**src/rtl/bus_hold_arbiter_if.sv**
```systemverilog
// bus_hold_arbiter_if: requester/CPU hold-handshake bundle for the bus arbiter
interface bus_hold_arbiter_if #(parameter int N_REQ = 2);
  logic [N_REQ-1:0] REQ;
  logic HLDA;
  logic HOLD;
  logic [N_REQ-1:0] GNT;
  logic [1:0] OWNER;
  logic EXPIRED;
  modport master (input REQ, HLDA, output HOLD, GNT, OWNER, EXPIRED);
  modport slave (output REQ, HLDA, input HOLD, GNT, OWNER, EXPIRED);
endinterface

```
**src/rtl/bus_hold_arbiter.sv**
```systemverilog
// bus_hold_arbiter: round-robin HOLD/HLDA bus sharing with bounded tenure and a CPU gap
module bus_hold_arbiter #(
  parameter int N_REQ = 2,
  parameter int MAX_TENURE = 64,
  parameter int MIN_CPU_GAP = 4
) (
  input logic CLK,
  input logic RESET_N,
  bus_hold_arbiter_if.master bus
);
  localparam int TW = $clog2(MAX_TENURE) + 1;
  localparam int GW = $clog2(MIN_CPU_GAP) + 1;
  typedef enum logic [2:0] {IDLE, HOLD_REQ, GRANT, RELEASE, GAP} state_t;
  state_t state, state_n;
  logic [1:0] ptr, ptr_n, owner_n, win;
  logic [TW-1:0] tcnt, tcnt_n;
  logic [GW-1:0] gcnt, gcnt_n;
  logic hold_n, expired_n, own_req;
  logic [N_REQ-1:0] gnt_n, own_oh, rot;
  assign own_oh = N_REQ'(1) << bus.OWNER;
  assign own_req = |(bus.REQ & own_oh);
  assign rot = N_REQ'({bus.REQ, bus.REQ} >> ptr);
  // first pending requester at or above the pointer, wrapping
  always_comb begin
    win = ptr;
    for (int i = N_REQ - 1; i >= 0; i--)
      if (rot[i]) win = 2'((int'(ptr) + i) % N_REQ);
  end
  // next state and next values of the registered outputs
  always_comb begin
    state_n = state;
    ptr_n = ptr;
    owner_n = bus.OWNER;
    tcnt_n = tcnt;
    gcnt_n = gcnt;
    hold_n = bus.HOLD;
    gnt_n = bus.GNT;
    expired_n = 1'b0;
    case (state)
      IDLE: if (|bus.REQ && !bus.HLDA) begin
        owner_n = win;
        hold_n = 1'b1;
        state_n = HOLD_REQ;
      end
      HOLD_REQ: if (!own_req) begin
        hold_n = 1'b0;
        state_n = RELEASE;
      end else if (bus.HLDA) begin
        gnt_n = own_oh;
        tcnt_n = '0;
        state_n = GRANT;
      end
      GRANT: begin
        tcnt_n = tcnt + TW'(1);
        if (!own_req || tcnt == TW'(MAX_TENURE - 1)) begin
          gnt_n = '0;
          hold_n = 1'b0;
          ptr_n = (bus.OWNER == 2'(N_REQ - 1)) ? 2'd0 : bus.OWNER + 2'd1;
          expired_n = own_req;
          state_n = RELEASE;
        end
      end
      RELEASE: if (!bus.HLDA) begin
        gcnt_n = '0;
        state_n = (MIN_CPU_GAP == 0) ? IDLE : GAP;
      end
      GAP: if (!bus.HLDA) begin
        gcnt_n = gcnt + GW'(1);
        state_n = (gcnt_n == GW'(MIN_CPU_GAP)) ? IDLE : GAP;
      end
      default: state_n = IDLE;
    endcase
  end
  // state, counters and outputs; reset leaves the CPU gap already satisfied
  always_ff @(posedge CLK or negedge RESET_N)
    if (!RESET_N) begin
      state <= IDLE;
      ptr <= '0;
      tcnt <= '0;
      gcnt <= GW'(MIN_CPU_GAP);
      bus.HOLD <= 1'b0;
      bus.GNT <= '0;
      bus.OWNER <= '0;
      bus.EXPIRED <= 1'b0;
    end else begin
      state <= state_n;
      ptr <= ptr_n;
      tcnt <= tcnt_n;
      gcnt <= gcnt_n;
      bus.HOLD <= hold_n;
      bus.GNT <= gnt_n;
      bus.OWNER <= owner_n;
      bus.EXPIRED <= expired_n;
    end
endmodule
```
**src/flat_wrapper.sv**
```systemverilog
// flat-port wrapper written by rule: the top's interface ports become plain ports
module bus_hold_arbiter_flat 
#(
  parameter int N_REQ = 2,
  parameter int MAX_TENURE = 64,
  parameter int MIN_CPU_GAP = 4
)
  (CLK, RESET_N, bus_REQ, bus_HLDA, bus_HOLD, bus_GNT, bus_OWNER, bus_EXPIRED);
  bus_hold_arbiter_if #(.N_REQ(N_REQ)) bus_i ();
  input logic CLK;
  input logic RESET_N;
  input wire logic [$bits(bus_i.REQ)-1:0] bus_REQ;
  input wire logic [$bits(bus_i.HLDA)-1:0] bus_HLDA;
  output wire logic [$bits(bus_i.HOLD)-1:0] bus_HOLD;
  output wire logic [$bits(bus_i.GNT)-1:0] bus_GNT;
  output wire logic [$bits(bus_i.OWNER)-1:0] bus_OWNER;
  output wire logic [$bits(bus_i.EXPIRED)-1:0] bus_EXPIRED;
  assign bus_i.REQ = bus_REQ;
  assign bus_i.HLDA = bus_HLDA;
  assign bus_HOLD = bus_i.HOLD;
  assign bus_GNT = bus_i.GNT;
  assign bus_OWNER = bus_i.OWNER;
  assign bus_EXPIRED = bus_i.EXPIRED;
  bus_hold_arbiter #(.N_REQ(N_REQ), .MAX_TENURE(MAX_TENURE), .MIN_CPU_GAP(MIN_CPU_GAP)) u_core (.CLK(CLK), .RESET_N(RESET_N), .bus(bus_i));
endmodule
```
**config.mk**
```make
export PLATFORM = sky130hd
export DESIGN_NAME = bus_hold_arbiter_flat
export DESIGN_NICKNAME = d
export VERILOG_FILES = /design/src/rtl/bus_hold_arbiter_if.sv /design/src/rtl/bus_hold_arbiter.sv /design/src/flat_wrapper.sv
export SDC_FILE = /design/constraint.sdc
export NUM_CORES = 1
export LEC_CHECK = 0
export CORE_MARGIN = 5
export CORE_UTILIZATION = 40
export CTS_CLUSTER_SIZE = 25
export DETAILED_ROUTE_END_ITERATION = 16
export MAX_ROUTING_LAYER = met4
export PLACE_DENSITY = 0.6
export SLEW_MARGIN = 5
export SYNTH_ARGS = -nofsm -noshare
export SYNTH_HDL_FRONTEND = slang
export SYNTH_SLANG_ARGS = --single-unit
export TNS_END_PERCENT = 50
```
**constraint.sdc**
```tcl
create_clock -name CLK -period 2.3 [get_ports CLK]
set_input_delay 0.46 -clock CLK [delete_from_list [all_inputs] [get_ports CLK]]
set_output_delay 0.46 -clock CLK [all_outputs]
set_load 0.01 [all_outputs]
```
==> qor.yml, run 1 <==
route:
  vias: 1013
  firstDrtPassIters: 4
  drtAntennaViolNets: 0
  drt_iter0_markers: 29
  wl_um: 2520
  routedWlPerCell_um: 14.1
  viasPerCell: 5.69
  drc: 0
floorplanning:
  core_um2: 2810
  die_area_um2: 4180
  io_pins: 11
  die_h_um: 64.6
  die_x_um: 64.6
  std_cell_rows: 19
  start_util_pct: 42.6
clock_tree:
  cts_made_buffers: 3
  post-cts-setup-buffers: 0
  clock_latency_ns: 0.30
  cts_tree: "done"
  clock_path_buffers: 2
  postCtsHoldBufs: 0
  ctsResizeCount: 0
  cts_root_buf: "clkbuf_4"
  clk_pin_slew_ns: 0.12
  clkSinkCount: 21
  htree_levels: 1
cells_and_area:
  syn2layout_area_growth_pct: 17.9
  drive_above_1_share_pct: 14.3
  final_nets: 156
  layoutNonFillerInstCount: 178
  n_antenna_cell: 0
  fillCellCount: 267
placed_design:
  dp_hpwl_um: 1910
  placed_cells: 174
  io_buffers: 10
  gp_congestion: 0.733
pwr:
  p_leak_nw: 0.622
  irDropWorstVdd_mv: 0.648
  powerDensity_nw_per_um2: 1100
  power_mw: 1.55
synth:
  synth_top_area_cell: "dfrtp_1"
  yosys_warnings: 0
  synthAdderAreaFrac_pct: 3.14
  synth_compound_area_share_pct: 22.4
  ys_ff_latch: 21
  async_flop_share_pct: 100
  synthCells: 128
  syn_avg_cell_area_um2: 9.33
  synth.mux.area_fraction_pct: 2.52
  mappedNetlistArea_um2: 1190
  synth-simple-area-share_pct: 21.0
  synth_edf_count: 0
  yosysUniqueCellTypes: 37
  synth_nets: 136
  synth-xor-area-share_pct: 2.94
  synth_area_leaders: "dfrtp_1 (42%), nand2_1 (5.0%), o21ai_0 (4.6%), a2111oi_4 (4.6%), nor2_1 (3.8%)"
  synthTopCellsByCount: "dfrtp_1 (20), nand2_1 (16), nor2_1 (12)"
  ys_seq_area_share_pct: 44.1
  synth_top_area_share_pct: 41.9
  synth_top_family_by_area: "compound AO/OA/AOI/OAI gates"
  synth_top_flop_cell: "dfrtp_1"
  synth.most_common_cell: "dfrtp_1"
timing:
  maxSlewViolCount: 0
  fin_crit_sh_pct: 89.7
  tightestPinTransition_ns: 0.476
  report.final.setup_viol: 0
  max_freq_mhz: 485
  hold_viol: 0
  skew_ns: 0.00298
  max_slew_margin_pct: 68.2
  rsz0062_at_grt: "false"
  min_period_ns: 2.06
global_route:
  grt_max_degree: 13
  grtUsageTotal_pct: 13.9
  grt_pass1_vias: 967
  grt_overflow_total: 0
  antenna_found_initial: 0
  grt_pass1_wl_um: 4420
run:
  max_cap_viol_count: 0
worst_setup_path:
  crit_required_ns: 2.50
  path_class: "input port to flip-flop"
  arrival_ns: 2.27
  critPathMaxStageDelay_ns: 0.60
  crit_chain: "clkdlybuf4s50_1 -> mux2i_1 -> or4b_4 -> a2111oi_4 -> xnor2_1 -> nor2_2"
  reg2reg_depth: 5
  worst_setup_path_end_kind: "flip-flop"
  crit_fanout: 5
  cp-start-kind: "input port"
  regToRegSetupSlack_ns: 0.33
  r2r_start: "u_core.bus.OWNER[0]"
  cp_slowest_cell: "or4b_4"
  reg2reg_to: "u_core.tcnt[6]"
worst_hold_path:
  min_path_type: "input port to asynchronous set/reset pin"
status:
  status: "finished, final reports clean"
[metrics by stage]
| stage | setup TNS, ns | worst slack (ns) | hold slack [ns] | cell area (um2) | utilization, % |
|---|---|---|---|---|---|
| finish | 0 | 0.237 | 0.451 | 1410 | 50.2 |
| global route | 0 | 0.140 | 0.475 | 1410 | 50.2 |
| CTS | 0 | 0.239 | 0.462 | 1410 | 50.2 |
| detailed placement | -0.138 | -0.0856 | 0.484 | 1380 | 49.2 |
| global placement | -0.0526 | -0.0287 | 0.483 | 1380 | 49.2 |
| floorplan | 0 | 0.377 | 0.164 | 1190 | - |
[report_power, final]
group	leakage [nW]	internal (mW)	switching [mW]
registers	0.272	0.502	0.138
clock network	0.0177	0.0649	0.116
logic	0.333	0.342	0.386
[critical path, delay by kind of cell]
family / cells / cell delay (ns)
AOI/OAI and AO/OA: 1 / 0.38
xor gates and xnor gates: 1 / 0.18
muxes: 1 / 0.11
and+or+nand+nor: 2 / 0.65
buffers and inverters: 1 / 0.48
[placed cells by master (no fill, tap or decap), drive strengths merged, types with 2 or more instances in the layout]
master         instances
nor2                  13
and3                   2
a22o                   2
nand2b                 3
o21ai                 11
dfrtp                 20
clkdlybuf4s50         10
xnor2                  3
clkbuf                 3
a21oi                  8
ha                     3
a211oi                 3
buf                   10
nor3                   4
o21bai                 2
mux2i                  3
nand2                 16
inv                    5
nand3b                 2
nand3                  7
a2111oi                2
[registers in the layout (all words and copies together), names as in the netlist]
| signal | flops |
|---|---|
| u_core.bus.EXPIRED | 1 |
| u_core.bus.GNT | 2 |
| u_core.bus.HOLD | 1 |
| u_core.bus.OWNER | 2 |
| u_core.gcnt | 3 |
| u_core.ptr | 2 |
| u_core.state | 3 |
| u_core.tcnt | 7 |
[layer usage]
layer	share of wire, %	vias up	global-route usage [%]
met5	0	-	-
met3	4.3	2	4.84
met2	46	20	20.0
met1	50	496	18.9
li1	-	495	-
met4	0.40	0	2.90
[layout make-up]
cell class | instances | area [um2] | area share (%)
timing repair buffer | 20 | 175 | 12.4
sequential | 21 | 527 | 37.4
inverter | 5 | 18.8 | 1.33
clock buffer | 3 | 22.5 | 1.60
multi-input combinational | 97 | 621 | 44.1
clock inverter | 1 | 5.00 | 0.356
tap | 31 | 38.8 | 2.76
[logic make-up (layout without fill, tap and decap cells)]
logic type | after synthesis | in the layout
DFF | 21 | 21
AOI/OAI and AO/OA | 36 | 36
and+or+nand+nor | 51 | 51
adders and majority gates | 3 | 3
buffers and inverters | 10 | 29
xor gates and xnor gates | 4 | 4
muxes | 3 | 3
[how the worst max path moves through the flow]
| stage | start | endpoint | slack (ns) | depth (start not counted) |
|---|---|---|---|---|
| after floorplan | u_core.bus.OWNER[0] | u_core.tcnt[6] | 0.38 | 6 |
| after CTS | bus_REQ[1] | u_core.tcnt[6] | 0.24 | 6 |
| final | bus_REQ[1] | u_core.tcnt[6] | 0.24 | 6 |
| after global routing | u_core.tcnt[0] | u_core.state[0] | 0.14 | 7 |
| after global placement | bus_REQ[1] | u_core.tcnt[6] | -0.03 | 6 |
| after detailed placement | bus_REQ[1] | u_core.tcnt[6] | -0.09 | 6 |
(Power assumes the default switching activity.)
==> run 2: changes to the inputs <==
--- a/config.mk
+++ b/config.mk
@@ -11,6 +11,7 @@
 export DETAILED_ROUTE_END_ITERATION = 16
 export MAX_ROUTING_LAYER = met4
 export PLACE_DENSITY = 0.6
+export REMOVE_ABC_BUFFERS = 1
 export SLEW_MARGIN = 5
 export SYNTH_ARGS = -nofsm -noshare
 export SYNTH_HDL_FRONTEND = slang
==> qor.yml, run 2 (synthesized netlist as in run 1, its figures left out) <==
floorplanning:
  std_cell_rows: 19
  die_x_um: 64.6
  die_area_um2: 4180
  die_h_um: 64.6
  core_um2: 2810
  io_pins: 11
  start_util_pct: 42.6
cells_and_area:
  final_area_um2: 1410
  final_common_cell: "dfrtp_1"
  n_antenna_cell: 0
  top_regs: "u_core.tcnt x7, u_core.gcnt x3, u_core.state x3"
  final_nets: 156
  largest_reg_flops: 7
  layout_common_cells: "dfrtp_1 (20), nand2_1 (16), nor2_1 (12)"
  drive_above_1_share_pct: 13.6
  regMostFlops: "u_core.tcnt"
  syn2layout_area_growth_pct: 17.8
  final_core_util_pct: 50.1
timing:
  report.final.setup_viol: 0
  max_freq_mhz: 494
  tightestPinTransition_ns: 0.601
  rsz0062_at_grt: "false"
  fin_hold_ws_ns: 0.452
  hold_viol: 0
  maxSlewViolCount: 0
  min_period_ns: 2.02
  max_slew_margin_pct: 59.9
  fin_crit_sh_pct: 87.9
  tns_ns: 0
  skew_ns: 0.00547
clock_tree:
  cts_made_buffers: 3
  clk_pin_slew_ns: 0.11
  ctsResizeCount: 0
  post-cts-setup-buffers: 0
  cts_root_buf: "clkbuf_4"
  clock_latency_ns: 0.30
  clock_path_buffers: 2
  htree_levels: 1
  clkSinkCount: 21
  postCtsHoldBufs: 0
  cts_tree: "done"
route:
  drc: 0
  vias: 983
  firstDrtPassIters: 4
  routedWlPerCell_um: 13.4
  drt_iter0_markers: 61
  drtAntennaViolNets: 0
  viasPerCell: 5.52
  wl_um: 2380
worst_setup_path:
  cp-start-kind: "input port"
  worst-path-buf-inv: 1
  critPathMaxStageDelay_ns: 0.59
  path_class: "input port to flip-flop"
  startpoint: "bus_REQ[1]"
  r2r_start: "u_core.tcnt[0]"
  worst_setup_path_end_kind: "flip-flop"
  crit_chain: "clkdlybuf4s50_1 -> mux2i_1 -> or4b_4 -> a2111oi_4 -> xnor2_1 -> nor2_2"
  crit_required_ns: 2.50
  crit_fanout: 4
  arrival_ns: 2.22
  cp_slowest_cell: "or4b_4"
  critPathTopFamily: "simple AND/OR/NAND/NOR gates"
status:
  status: "finished, final reports clean"
global_route:
  antenna_found_initial: 0
  grt_pass1_vias: 981
  grt_pass1_wl_um: 4310
  grt_overflow_total: 0
  grt_max_degree: 17
  grtUsageTotal_pct: 13.4
placed_design:
  gp_congestion: 0.818
  dp_hpwl_um: 1850
  io_buffers: 10
  dpl_cell_area_um2: 1380
pwr:
  powerDensity_nw_per_um2: 1100
  irDropWorstVdd_mv: 0.501
  p_leak_nw: 0.620
run:
  max_cap_viol_count: 0
worst_hold_path:
  min_path_type: "input port to asynchronous set/reset pin"
## run 2: cell types whose count changed in the layout (fill, tap and decap cells not counted), sizes merged
cell    previous run  this run
clkinv             1         0
clkbuf             3         4
## run 2: final cells by class
| type | count | area [um2] |
|---|---|---|
| clock buffer | 4 | 26.3 |
| multi-input combinational | 97 | 621 |
| inverter | 5 | 18.8 |
| tap | 31 | 38.8 |
| timing repair buffer | 20 | 175 |
| sequential | 21 | 527 |
| fill | 276 | 1400 |
## run 2: final timing paths
path	endpoint	slack, ns	cells past startpoint
max reg2reg	u_core.state[0]	0.31	7
min in group CLK	u_core.ptr[1]	0.50	2
min	u_core.tcnt[3]	0.45	1
max	u_core.tcnt[6]	0.28	6
max in group asynchronous	u_core.bus.OWNER[0]	1.32	2
min reg2reg	u_core.ptr[1]	0.50	2
## run 2: stage by stage
stage | std cells | setup WS (ns) | total power, mW
floorplan | 123 | 0.428 | 1.09
global route | 178 | 0.113 | 1.69
CTS | 178 | 0.275 | 1.56
finish | 178 | 0.277 | 1.54
global placement | 174 | -0.0270 | 1.36
detailed placement | 174 | -0.0561 | 1.38
## run 2: report_power, final
group	internal, mW	switching [mW]	leakage, nW	total, mW
Sequential	0.501	0.163	0.272	0.664
Clock	0.0677	0.108	0.0150	0.176
Combinational	0.345	0.357	0.333	0.702
Total	0.914	0.628	0.620	1.54
## run 2: metal layers
layer / vias up / part of all wire [%] / GRT usage (%)
met5: - / 0 / -
met4: 0 / 1.9 / 5.54
met3: 5 / 2.5 / 2.25
met2: 12 / 47 / 20.9
met1: 470 / 49 / 17.2
li1: 496 / - / -
## run 2: worst reg2reg max path, stage by stage, from the launching register on
cell and delay [ns]:
dfrtp_1 0.41, ha_1 0.24, nand3_1 0.17, nor3_1 0.33, nor2_1 0.12, a221oi_1 0.30
buf_4 0.17, mux2i_1 0.18
